==> config.mk <==
export PLATFORM = sky130hd
export DESIGN_NAME = if_fetch_unit
export DESIGN_NICKNAME = d
export VERILOG_FILES = /design/src/rtl/riscv_pkg.sv /design/src/rtl/fetch_pc_reg.sv /design/src/rtl/if_fetch_unit.sv
export SDC_FILE = /design/constraint.sdc
export NUM_CORES = 1
export LEC_CHECK = 0
export ABC_CLOCK_PERIOD_IN_PS = 3700
export CORE_ASPECT_RATIO = 1.2
export CORE_UTILIZATION = 36
export DETAILED_ROUTE_END_ITERATION = 7
export PLACE_DENSITY = 0.68
export SYNTH_ARGS = -nofsm -noshare
export SYNTH_HDL_FRONTEND = slang
export SYNTH_SLANG_ARGS = --single-unit
==> constraint.sdc <==
create_clock -name FETCH_Clk -period 3.7 [get_ports FETCH_Clk]
set_clock_uncertainty 0.2 [all_clocks]
set_input_delay 0.37 -clock FETCH_Clk [delete_from_list [all_inputs] [get_ports FETCH_Clk]]
set_output_delay 0.37 -clock FETCH_Clk [all_outputs]
set_load 0.02 [all_outputs]
==> src/rtl/riscv_pkg.sv <==
// Fetch-stage shared constants: FSM state encodings, PC step, alignment mask.
// No timing or flow-control behaviour of its own.
package riscv_pkg;

  localparam logic [2:0] S_REQ   = 3'd0;
  localparam logic [2:0] S_WAIT  = 3'd1;
  localparam logic [2:0] S_DRAIN = 3'd2;
  localparam logic [2:0] S_FULL  = 3'd3;
  localparam logic [2:0] S_HALT  = 3'd4;

  localparam int unsigned PC_INCR    = 4;
  localparam logic [1:0]  ALIGN_MASK = 2'b11;

  function automatic logic is_aligned(input logic [1:0] addr_lsbs);
    return (addr_lsbs & ALIGN_MASK) == 2'b00;
  endfunction

endpackage

==> src/rtl/fetch_pc_reg.sv <==
// Program-counter register with synchronous active-high reset and load enable.
// Updates one cycle after REG_Load; holds its value otherwise (no backpressure).
module fetch_pc_reg #(
  parameter int unsigned       WIDTH     = 32,
  parameter logic [WIDTH-1:0]  RESET_VAL = '0
) (
  input  logic             REG_Clk,
  input  logic             REG_Reset,
  input  logic             REG_Load,
  input  logic [WIDTH-1:0] REG_Data,
  output logic [WIDTH-1:0] REG_Q
);

  always_ff @(posedge REG_Clk) begin
    if (REG_Reset) begin
      REG_Q <= RESET_VAL;
    end else if (REG_Load) begin
      REG_Q <= REG_Data;
    end
  end

endmodule

==> src/rtl/if_fetch_unit.sv <==
// Instruction fetch: one outstanding memory request, redirect flush, misaligned-target halt.
// REQ->WAIT->FULL is 3 cycles per instruction; FULL holds the pair until FETCH_Ready_In.
module if_fetch_unit
  import riscv_pkg::*;
#(
  parameter int unsigned                  FETCH_DATA_WIDTH = 32,
  parameter logic [FETCH_DATA_WIDTH-1:0]  FETCH_RESET_PC   = '0
) (
  input  logic                        FETCH_Clk,
  input  logic                        FETCH_Reset,
  input  logic                        FETCH_Redirect_In,
  input  logic [FETCH_DATA_WIDTH-1:0] FETCH_RedirectPC_InBUS,
  output logic                        FETCH_MemReq_Out,
  output logic [FETCH_DATA_WIDTH-1:0] FETCH_MemAddr_OutBUS,
  input  logic                        FETCH_MemAck_In,
  input  logic                        FETCH_MemValid_In,
  input  logic [FETCH_DATA_WIDTH-1:0] FETCH_MemData_InBUS,
  output logic                        FETCH_Valid_Out,
  output logic [FETCH_DATA_WIDTH-1:0] FETCH_Instr_OutBUS,
  output logic [FETCH_DATA_WIDTH-1:0] FETCH_PC_OutBUS,
  input  logic                        FETCH_Ready_In,
  output logic                        FETCH_Misaligned_Out
);

  logic [2:0]                  state_q;
  logic [2:0]                  state_d;
  logic [FETCH_DATA_WIDTH-1:0] pc_q;
  logic [FETCH_DATA_WIDTH-1:0] pc_d;
  logic                        pc_load;
  logic                        capture;
  logic [FETCH_DATA_WIDTH-1:0] instr_q;
  logic [FETCH_DATA_WIDTH-1:0] pc_out_q;
  logic                        misaligned_q;
  logic                        redirect_live;
  logic                        redirect_ok;
  logic                        redirect_bad;

  // Redirects are dead once halted; only reset leaves S_HALT.
  assign redirect_live = FETCH_Redirect_In && (state_q != S_HALT);
  assign redirect_ok   = redirect_live &&  is_aligned(FETCH_RedirectPC_InBUS[1:0]);
  assign redirect_bad  = redirect_live && !is_aligned(FETCH_RedirectPC_InBUS[1:0]);

  fetch_pc_reg #(
    .WIDTH     (FETCH_DATA_WIDTH),
    .RESET_VAL (FETCH_RESET_PC)
  ) u_pc_reg (
    .REG_Clk   (FETCH_Clk),
    .REG_Reset (FETCH_Reset),
    .REG_Load  (pc_load),
    .REG_Data  (pc_d),
    .REG_Q     (pc_q)
  );

  always_comb begin
    state_d = state_q;
    pc_load = 1'b0;
    pc_d    = pc_q;
    capture = 1'b0;
    if (redirect_bad) begin
      state_d = S_HALT;
    end else if (redirect_ok) begin
      pc_load = 1'b1;
      pc_d    = FETCH_RedirectPC_InBUS;
      // A request already accepted by memory must have its response drained.
      case (state_q)
        S_REQ:   state_d = FETCH_MemAck_In   ? S_DRAIN : S_REQ;
        S_WAIT:  state_d = FETCH_MemValid_In ? S_REQ   : S_DRAIN;
        S_DRAIN: state_d = FETCH_MemValid_In ? S_REQ   : S_DRAIN;
        default: state_d = S_REQ;
      endcase
    end else begin
      case (state_q)
        S_REQ: begin
          if (FETCH_MemAck_In) state_d = S_WAIT;
        end
        S_WAIT: begin
          if (FETCH_MemValid_In) begin
            capture = 1'b1;
            state_d = S_FULL;
          end
        end
        S_DRAIN: begin
          if (FETCH_MemValid_In) state_d = S_REQ;
        end
        S_FULL: begin
          if (FETCH_Ready_In) begin
            pc_load = 1'b1;
            pc_d    = pc_q + FETCH_DATA_WIDTH'(PC_INCR);
            state_d = S_REQ;
          end
        end
        S_HALT:  state_d = S_HALT;
        default: state_d = S_REQ;
      endcase
    end
  end

  always_ff @(posedge FETCH_Clk) begin
    if (FETCH_Reset) begin
      state_q      <= S_REQ;
      instr_q      <= '0;
      pc_out_q     <= '0;
      misaligned_q <= 1'b0;
    end else begin
      state_q <= state_d;
      if (capture) begin
        instr_q  <= FETCH_MemData_InBUS;
        pc_out_q <= pc_q;
      end
      if (redirect_bad) misaligned_q <= 1'b1;
    end
  end

  assign FETCH_MemReq_Out     = (state_q == S_REQ) && !FETCH_Reset;
  assign FETCH_MemAddr_OutBUS = pc_q;
  assign FETCH_Valid_Out      = (state_q == S_FULL);
  assign FETCH_Instr_OutBUS   = instr_q;
  assign FETCH_PC_OutBUS      = pc_out_q;
  assign FETCH_Misaligned_Out = misaligned_q;

endmodule

# Word-level counts from Yosys, hierarchy flattened
# Cells that the tools add are included.
word_totals:
  wordCells: 57
  output_inout_bits: 99
  register_bits: 100
  in_bits: 70
classes:
  n_addsub: 1
  n_reduce_logical: 15
  eq_ne: 13
  mux: 21
  bitwise: 1
ops:
  columns: ["op", "n"]
  rows:
  - ["$mux W32", 3]
  - ["$add A32 B3 Y32 const B", 1]
  - ["$mux W3", 6]
  - ["$pmux W3 S5", 1]
  - ["$ne A3 B3 Y1 const B", 4]
  - ["$ne A4 B4 Y1 const B", 3]
  - ["$reduce_and A4 Y1", 3]
  - ["$mux W1", 8]
  - ["$eq A3 B2 Y1 const B", 2]
  - ["$logic_and A1 B1 Y1", 4]
  - ["$mux W2", 2]
  - ["$ne A4 B1 Y1 const B", 1]
  - ["$pmux W2 S2", 1]
  - ["$reduce_bool A2 Y1", 2]
  - ["$reduce_or A2 Y1", 2]
  - ["$eq A3 B1 Y1 const B", 1]
  - ["$eq A3 B3 Y1 const B", 1]
  - ["$logic_not A3 Y1", 1]
  - ["$ne A3 B1 Y1 const B", 1]
  - ["$logic_not A1 Y1", 2]
  - ["$logic_not A2 Y1", 1]
  - ["$not A1 Y1", 1]

# Logic depth before layout (Yosys ltp)
# Gate-level depths: netlist (run 1).
logic_depth:
  word_depth: 6
  ltp_mapped: 8
  ltp_nobuf: 6

# Cells and area by module
# A second synthesis (run 1) with hierarchy kept.
hier_totals:
  cells_unflattened: 598
  area_unflattened_um2: 4748.3
modules_own_cells:
  columns: ["mod", "seq_area_each_um2", "n_inst", "area_per_inst_um2", "cells_each"]
  rows:
  - ["if_fetch_unit", 1361.3, 1, 3584.7, 495]
  - ["fetch_pc_reg", 640.6, 1, 1163.6, 103]

# Least setup slack after synthesis (run 1)
# OpenSTA, ideal clock, no wires.
synth_path:
  kind: "register to register"
  start: "register u_pc_reg.REG_Q[9]"
  end: "register u_pc_reg.REG_Q[29]"
  path_buffers: 1
  path_slack_ps: 1270
  required_time_ps: 3383
  stages_incl_launch_ff: 7
  t_arrival_ps: 2113
  period_less_slack_ps: 2430
  cell_sequence: "dfxtp_1 buf_2 nand4_4 or4_1 nor3_1 mux2_2 a22o_1"
synth_via:
  elab_chain_cells: 4
synth_rtl:
  columns: ["element", "line", "rtl"]
  rows:
  - ["start, declared", "fetch_pc_reg.sv:11", "output logic [WIDTH-1:0] REG_Q"]
  - ["start signal, assigned", "fetch_pc_reg.sv:18", "REG_Q <= REG_Data;"]
  - ["$add A32 B3 Y32", "if_fetch_unit.sv:88", "pc_d = pc_q + FETCH_DATA_WIDTH'(PC_INCR);"]
  - ["$mux W32", "if_fetch_unit.sv:86", "if (FETCH_Ready_In) begin"]
  - ["$mux W32", "if_fetch_unit.sv:72", "case (state_q)"]
  - ["$mux W32", "if_fetch_unit.sv:61", "end else if (redirect_ok) begin"]
# Every way passes these cells. The select of a mux whose other input is x is not followed.
# A chain may end at the register's enable or synchronous reset.

# Final worst setup path (run 1)
# Ends and elaborated chain as after synthesis.

==> results.txt, run 1 <==
----------------------------------------------------
[Logic synthesis]
  Synthesized-area fraction occupied by and/or/nand/nor cells ... 27.8%
  Sequential area share after synthesis ... 46.9%
  Number of warnings issued by yosys ... 0
  Synthesized Nets ... 609
  Area share of the leading cell type in the synthesized netlist ... 46.9%
  Number of register bits inferred by synthesis ... 100
  Top post-synthesis cells by count ... nand2_1, dfxtp_1, a21oi_1, nor2_1, clkbuf_1
  Top flip-flop cell by instance count after synthesis ... dfxtp_1
  Synthesized-area fraction occupied by ao, oa, aoi and oai cells ... 17.6%
  Largest family of logic cells by synthesized area ... simple AND/OR/NAND/NOR gates
  Fraction of synthesized area in multiplexers ... 0.763%
  Number of enable-type register cells in the synthesized netlist ... 0
  FFs w/ async S/R, synth ... 0%
  Leading area contributor after synthesis ... dfxtp_1
  Yosys cell types ... 51
  Mapped Avg Cell Area ... 7.93 um^2
  Area contributors post-synth ... dfxtp_1, nand2_1, a21oi_1
  Most frequently used cell type in the post-synthesis netlist ... nand2_1
  Adder and majority gate portion of the synthesized area ... 0.293%
  Synthesized-area fraction occupied by xor and xnor cells ... 2.46%
  Synthesized instance count ... 538
  Synthesized cell area ... 0.00427 mm^2

[Die]
  Initial core utilization ... 36.9%
  Die Ht ... 121 um
  DIE AREA ... 0.0123 mm^2
  Number of top-level pins ... 169
  Std cell rows ... 43
  Die Wd ... 101 um
  Core area ... 0.0116 mm^2

[STA]
  Setup repair after global routing missed its margin ... false
  Sum of negative setup slack ... 0 ps
  Period utilization ... 69.6%
  Number of endpoints with negative hold slack in the final report ... 0
  Max-slew violation count ... 0
  Timing-limited maximum frequency ... 388 MHz
  Final setup violating endpoints ... 0
  Slew at the pin closest to its max-slew limit ... 1010 ps
  Slew margin rel. ... 32.7%
  Minimum clock period ... 2580 ps

[Cells and area]
  Post-route non-filler standard cell count ... 848
  Count of inserted antenna diode cells ... 0
  Nets ... 757
  Util after Layout ... 54.8%
  Relative area change from synthesis to final layout ... 48.7%
  Final std cell area, no fill ... 0.00634 mm^2
  Layout cells sized above 1 ... 5.79%

[Worst setup path]
  Crit. End Element ... register
  Required time worst endpoint ... 3730 ps
  Signal arrival time at the worst endpoint ... 2610 ps
  Worst setup path class ... reg -> reg
  Maximum fanout along the worst path ... 10
  Startpoint type of the worst setup path ... register

[Clocking]
  Deepest clock path buffer count ... 2
  Clock tree root driver cell ... clkbuf_16
  Number of buffers added by the clock tree synthesis step ... 9
  Clock tree from TritonCTS ... yes
  Number of buffers inserted by post-CTS setup repair ... 0
  Resized cells post-CTS ... 0
  Clock sink count ... 100
  Worst-Skew Late Latency ... 340 ps
  Hold buffers post-CTS ... 0
  Deepest level of the CTS H-tree ... 3
  Clock-pin slew reported for the worst setup and hold paths after clock tree synthesis ... 70 ps

[Drt]
  Post-route antenna net violation count ... 0
  Total vias in the final route ... 4344
  DRC errors left ... 0
  Drt total wl ... 12600 um
  Via count normalized by instance count ... 5.12
  First-iteration detailed-routing DRC count ... 203
  Wire length per cell after detailed routing ... 14.9 um
  Number of optimization iterations in the first detailed-route pass ... 4

[Pwr]
  PD cells ... 364 mW/mm^2
  Final Total Pwr ... 0.00231 W
  Peak supply drop ... 0.000252 V
  P_leak ... 2.03 nW

[GRT]
  Initial antenna violation count ... 0
  First-pass GRT wire length ... 20000 um
  Gr ovfl total ... 0
  Gr usage total ... 20.7%
  Largest net degree at the start of global routing ... 56
  Via count of the first global-routing pass ... 4127

[Placement]
  Cell area reported after detailed placement ... 0.00604 mm^2
  Placed Instances ... 832
  HPWL reported at the end of detailed placement ... 8980 um
  Port Buffers ... 168
  Placer's final routability congestion estimate ... 0.858

[Hold path]
  HP Class ... reg -> reg

[Run]
  Reported max-cap violation count ... 0

[Status]
  Outcome ... complete, no violations

----------------------------------------------------
==> cell families after synthesis <==
family	after synthesis
mux	3
flops	100
simple gates	252
compound gates	126
xor+xnor	12
buf+inv	44
fa+ha+maj	1
==> path summary, 6_finish.rpt <==
| kind | start | to | slack (ps) | depth (start not counted) |
|---|---|---|---|---|
| max | u_pc_reg.REG_Q[9] | u_pc_reg.REG_Q[29] | 1120 | 5 |
| min reg2reg | FETCH_Instr_OutBUS[25] | FETCH_Instr_OutBUS[25] | 250 | 2 |
| max reg2reg | u_pc_reg.REG_Q[9] | u_pc_reg.REG_Q[29] | 1120 | 5 |
| min | FETCH_Instr_OutBUS[25] | FETCH_Instr_OutBUS[25] | 250 | 2 |
==> state kept, by name, indices dropped and copies added, names as in the netlist <==
name and count:
FETCH_Misaligned_Out 1, u_pc_reg.REG_Q 32, FETCH_PC_OutBUS 32, FETCH_Instr_OutBUS 32
state_q 3
==> layer usage <==
metal | global-route usage, % | vias to the layer above | routed length [um] | share of wire [%]
met5 | 0 | - | 0 | 0
met4 | 10.3 | 0 | 342 | 2.7
met3 | 2.19 | 26 | 555 | 4.4
met2 | 34.1 | 133 | 6180 | 49
met1 | 26.7 | 2014 | 5530 | 44
li1 | - | 2171 | - | -
==> where the power goes <==
| part | internal, W | switching, W |
|---|---|---|
| registers | 0.00110 | 0.0000352 |
| logic | 0.000128 | 0.000103 |
| clock network | 0.000528 | 0.000418 |
==> layout make-up <==
type / instances / area, um^2
clock buffer: 9 / 225
clock inverter: 7 / 76.3
fill: 1080 / 5230
inverter: 8 / 30.0
multi-input combinational: 394 / 2100
sequential: 100 / 2000
tap: 157 / 196
timing repair buffer: 173 / 1720
==> stage by stage <==
stage / hold slack (ps) / worst slack, ps
6_report: 254 / 1120
5_1_grt: 270 / 977
4_1_cts: 256 / 1130
3_5_place_dp: 246 / 863
3_3_place_gp: 241 / 929
2_1_floorplan: 260 / 1270
==> critical path, stage by stage, from the launching register on <==
cell	delay (ps)
dfxtp_1	560
nand4_4	260
or4_1	650
nor3_1	230
mux2_2	360
a22o_1	220
==> cell usage in the layout (no fill, tap or decap), types with 3 or more instances in the layout <==
cell type	count
nand3_1	13
clkbuf_16	9
dfxtp_1	100
buf_4	6
nor3_1	6
o21ai_0	10
nor4_1	8
or4_1	5
nand2_1	148
a31oi_1	8
o311ai_0	4
nand4_1	5
inv_1	7
xnor2_1	12
nor4_2	5
and4_1	3
nor2b_1	4
clkdlybuf4s50_1	167
and3_1	5
a21oi_1	74
nor2_1	32
a211oi_1	10
(Power assumes the default switching activity.)
==> inputs of run 2 (changes only) <==
--- a/config.mk
+++ b/config.mk
@@ -5,7 +5,7 @@
 export SDC_FILE = /design/constraint.sdc
 export NUM_CORES = 1
 export LEC_CHECK = 0
-export ABC_CLOCK_PERIOD_IN_PS = 3700
+export ABC_CLOCK_PERIOD_IN_PS = 2450
 export CORE_ASPECT_RATIO = 1.2
 export CORE_UTILIZATION = 36
 export DETAILED_ROUTE_END_ITERATION = 7
==> constraint.sdc (replaced) <==
create_clock -name FETCH_Clk -period 2.45 [get_ports FETCH_Clk]
set_clock_uncertainty 0.2 [all_clocks]
set_input_delay 0.245 -clock FETCH_Clk [delete_from_list [all_inputs] [get_ports FETCH_Clk]]
set_output_delay 0.245 -clock FETCH_Clk [all_outputs]
set_load 0.02 [all_outputs]
==> run 2 against run 1 <==
- maximum frequency increased by 13%
- hold slack got worse by 2.8 ps
- clock power increased by 59%
- non-clock buffer count increased by 38
==> results.txt, run 2 (synthesized netlist as in run 1, its figures left out) <==
----------------------------------------------------
[Clocking]
  Clock sink count ... 100 (unchanged)
  Hold buffers post-CTS ... 0 (unchanged)
  Worst-Skew Late Latency ... 340 ps (about the same)
  Clock tree from TritonCTS ... yes (unchanged)
  Clock-pin slew reported for the worst setup and hold paths after clock tree synthesis ... 70 ps (about the same)
  Resized cells post-CTS ... 0 (unchanged)
  Number of buffers inserted by post-CTS setup repair ... 0 (unchanged)
  Clock tree root driver cell ... clkbuf_16 (unchanged)
  Deepest level of the CTS H-tree ... 3 (unchanged)
  Number of buffers added by the clock tree synthesis step ... 9 (unchanged)
  Deepest clock path buffer count ... 2 (unchanged)

[Drt]
  Total vias in the final route ... 4519 (was 4344)
  Via count normalized by instance count ... 5.10 (was 5.12)
  Post-route antenna net violation count ... 0 (unchanged)
  Number of optimization iterations in the first detailed-route pass ... 4 (unchanged)
  Wire length per cell after detailed routing ... 15.0 um (was 14.9 um)
  First-iteration detailed-routing DRC count ... 209 (was 203)
  Drt total wl ... 13300 um (was 12600 um)
  DRC errors left ... 0 (unchanged)

[Cells and area]
  Nets ... 795 (was 757)
  Count of inserted antenna diode cells ... 0 (unchanged)
  Layout cells sized above 1 ... 10.6% (was 5.79%)
  Final std cell area, no fill ... 0.00667 mm^2 (was 0.00634 mm^2)
  Relative area change from synthesis to final layout ... 56.4% (was 48.7%)
  Leading cell types in the layout, fill and taps excluded ... clkdlybuf4s50_1, nand2_1, dfxtp_1 (unchanged)
  Util after Layout ... 57.7% (was 54.8%)
  Most common cell after layout, fill and taps aside ... clkdlybuf4s50_1 (unchanged)

[Placement]
  HPWL reported at the end of detailed placement ... 9490 um (was 8980 um)
  Placer's final routability congestion estimate ... 0.862 (was 0.858)
  Port Buffers ... 168 (unchanged)
  Post-placement worst setup slack ... -4.21 ps (was 863 ps)
  Cell area reported after detailed placement ... 0.00635 mm^2 (was 0.00604 mm^2)

[Pwr]
  Peak supply drop ... 0.000367 V (was 0.000252 V)
  Cell internal power dissipation ... 0.00280 W (was 0.00175 W)
  Relative contribution of the clock network to total power ... 41.8% (was 40.9%)
  P_leak ... 2.25 nW (was 2.03 nW)
  Switching power share of the total ... 22.3% (was 24.1%)
  Switching power ... 0.000802 W (was 0.000556 W)
  PD cells ... 539 mW/mm^2 (was 364 mW/mm^2)
  Combinational Power Share ... 11.3% (was 10.0%)
  Sequential share of power ... 46.9% (was 49.1%)

[STA]
  Slew at the pin closest to its max-slew limit ... 798 ps (was 1010 ps)
  Setup repair after global routing missed its margin ... false (unchanged)
  Slew margin rel. ... 46.8% (was 32.7%)
  Timing-limited maximum frequency ... 438 MHz (was 388 MHz)
  Max-slew violation count ... 0 (unchanged)
  Final setup violating endpoints ... 0 (unchanged)
  Minimum clock period ... 2290 ps (was 2580 ps)
  Period utilization ... 93.3% (was 69.6%)
  Number of endpoints with negative hold slack in the final report ... 0 (unchanged)
  Least setup slack across all paths after layout ... 165 ps (was 1120 ps)

[Worst setup path]
  Startpoint type of the worst setup path ... register (unchanged)
  Signal arrival time at the worst endpoint ... 2320 ps (was 2610 ps)
  Maximum fanout along the worst path ... 9 (was 10)
  Worst setup path class ... reg -> reg (unchanged)
  Crit. End Element ... register (unchanged)
  Required time worst endpoint ... 2490 ps (was 3730 ps)
  Cell count of the worst reg-to-reg path ... 5 (unchanged)

[GRT]
  Gr usage total ... 21.8% (was 20.7%)
  Via count of the first global-routing pass ... 4335 (was 4127)
  Largest net degree at the start of global routing ... 74 (was 56)
  Initial antenna violation count ... 0 (unchanged)
  Global route hottest layer ... met2 (unchanged)
  GR Util met2 ... 37.6% (was 34.1%)
  GRT met3 Usage ... 3.57% (was 2.19%)
  Gr ovfl total ... 0 (unchanged)
  First-pass GRT wire length ... 21000 um (was 20000 um)
  Met1 usage ... 26.2% (was 26.7%)

[Die]
  Number of top-level pins ... 169 (unchanged)
  Die Wd ... 101 um (unchanged)
  Std cell rows ... 43 (unchanged)
  Core area ... 0.0116 mm^2 (unchanged)
  DIE AREA ... 0.0123 mm^2 (unchanged)
  Die Ht ... 121 um (unchanged)
  Initial core utilization ... 36.9% (unchanged)

[Hold path]
  Hold Path Stages ... 3 (was 2)
  HP Class ... in -> reg (was reg -> reg)

[Status]
  Outcome ... complete, no violations (unchanged)

[Run]
  Reported max-cap violation count ... 0 (unchanged)

----------------------------------------------------
[run 2: changes by cell type in the layout (fill, tap and decap cells not counted), moves of 2 or more]
cell / change
buf_4: +36
clkinv_2: +2
clkinv_4: -2
buf_12: +2
clkinvlp_4: -2
[run 2: power groups by stage]
stage | clock network, W | logic (W) | registers, W
after floorplan | 0 | 0.000117 | 0.00177
after global placement | 0 | 0.000400 | 0.00172
after detailed placement | 0 | 0.000405 | 0.00173
after CTS | 0.00154 | 0.000407 | 0.00169
after global routing | 0.00159 | 0.000435 | 0.00169
final | 0.00150 | 0.000406 | 0.00169
[run 2: worst max-delay path, cell delays in order, from the launching register on]
cell     delay, ps
dfxtp_1        500
nand4_1        180
or4_1          480
nor3_1         230
mux2_2         370
a22o_1         220
[run 2: cell type report]
cell class | instances | area [um^2]
Multi-Input combinational cell | 394 | 2100
Tap cell | 157 | 196
Timing Repair Buffer | 211 | 2030
Inverter | 8 | 30.0
Sequential cell | 100 | 2000
Fill cell | 1050 | 4900
Clock inverter | 5 | 75.1
Clock buffer | 11 | 243
[run 2: routing by layer]
metal,wire [um],vias to the layer above
li1,-,2246
met2,6750,149
met1,5490,2107
met5,0,-
met3,726,17
met4,279,0
[run 2: worst paths after layout]
path | start | to | slack, ps
hold reg to reg | FETCH_PC_OutBUS[19] | FETCH_PC_OutBUS[19] | 250
setup reg to reg | u_pc_reg.REG_Q[4] | u_pc_reg.REG_Q[29] | 160
hold / removal | FETCH_MemData_InBUS[8] | FETCH_Instr_OutBUS[8] | 250
setup / recovery | u_pc_reg.REG_Q[4] | u_pc_reg.REG_Q[29] | 160
[run 2: per-stage QoR]
stage               std cells  total power [W]  TNS (ps)  hold WS, ps
CTS                       886          0.00363         0          240
global route              886          0.00372         0          261
floorplan                 538          0.00188         0          135
finish                    886          0.00360         0          252
global placement          870          0.00212         0          242
detailed placement        870          0.00213     -4.21          246
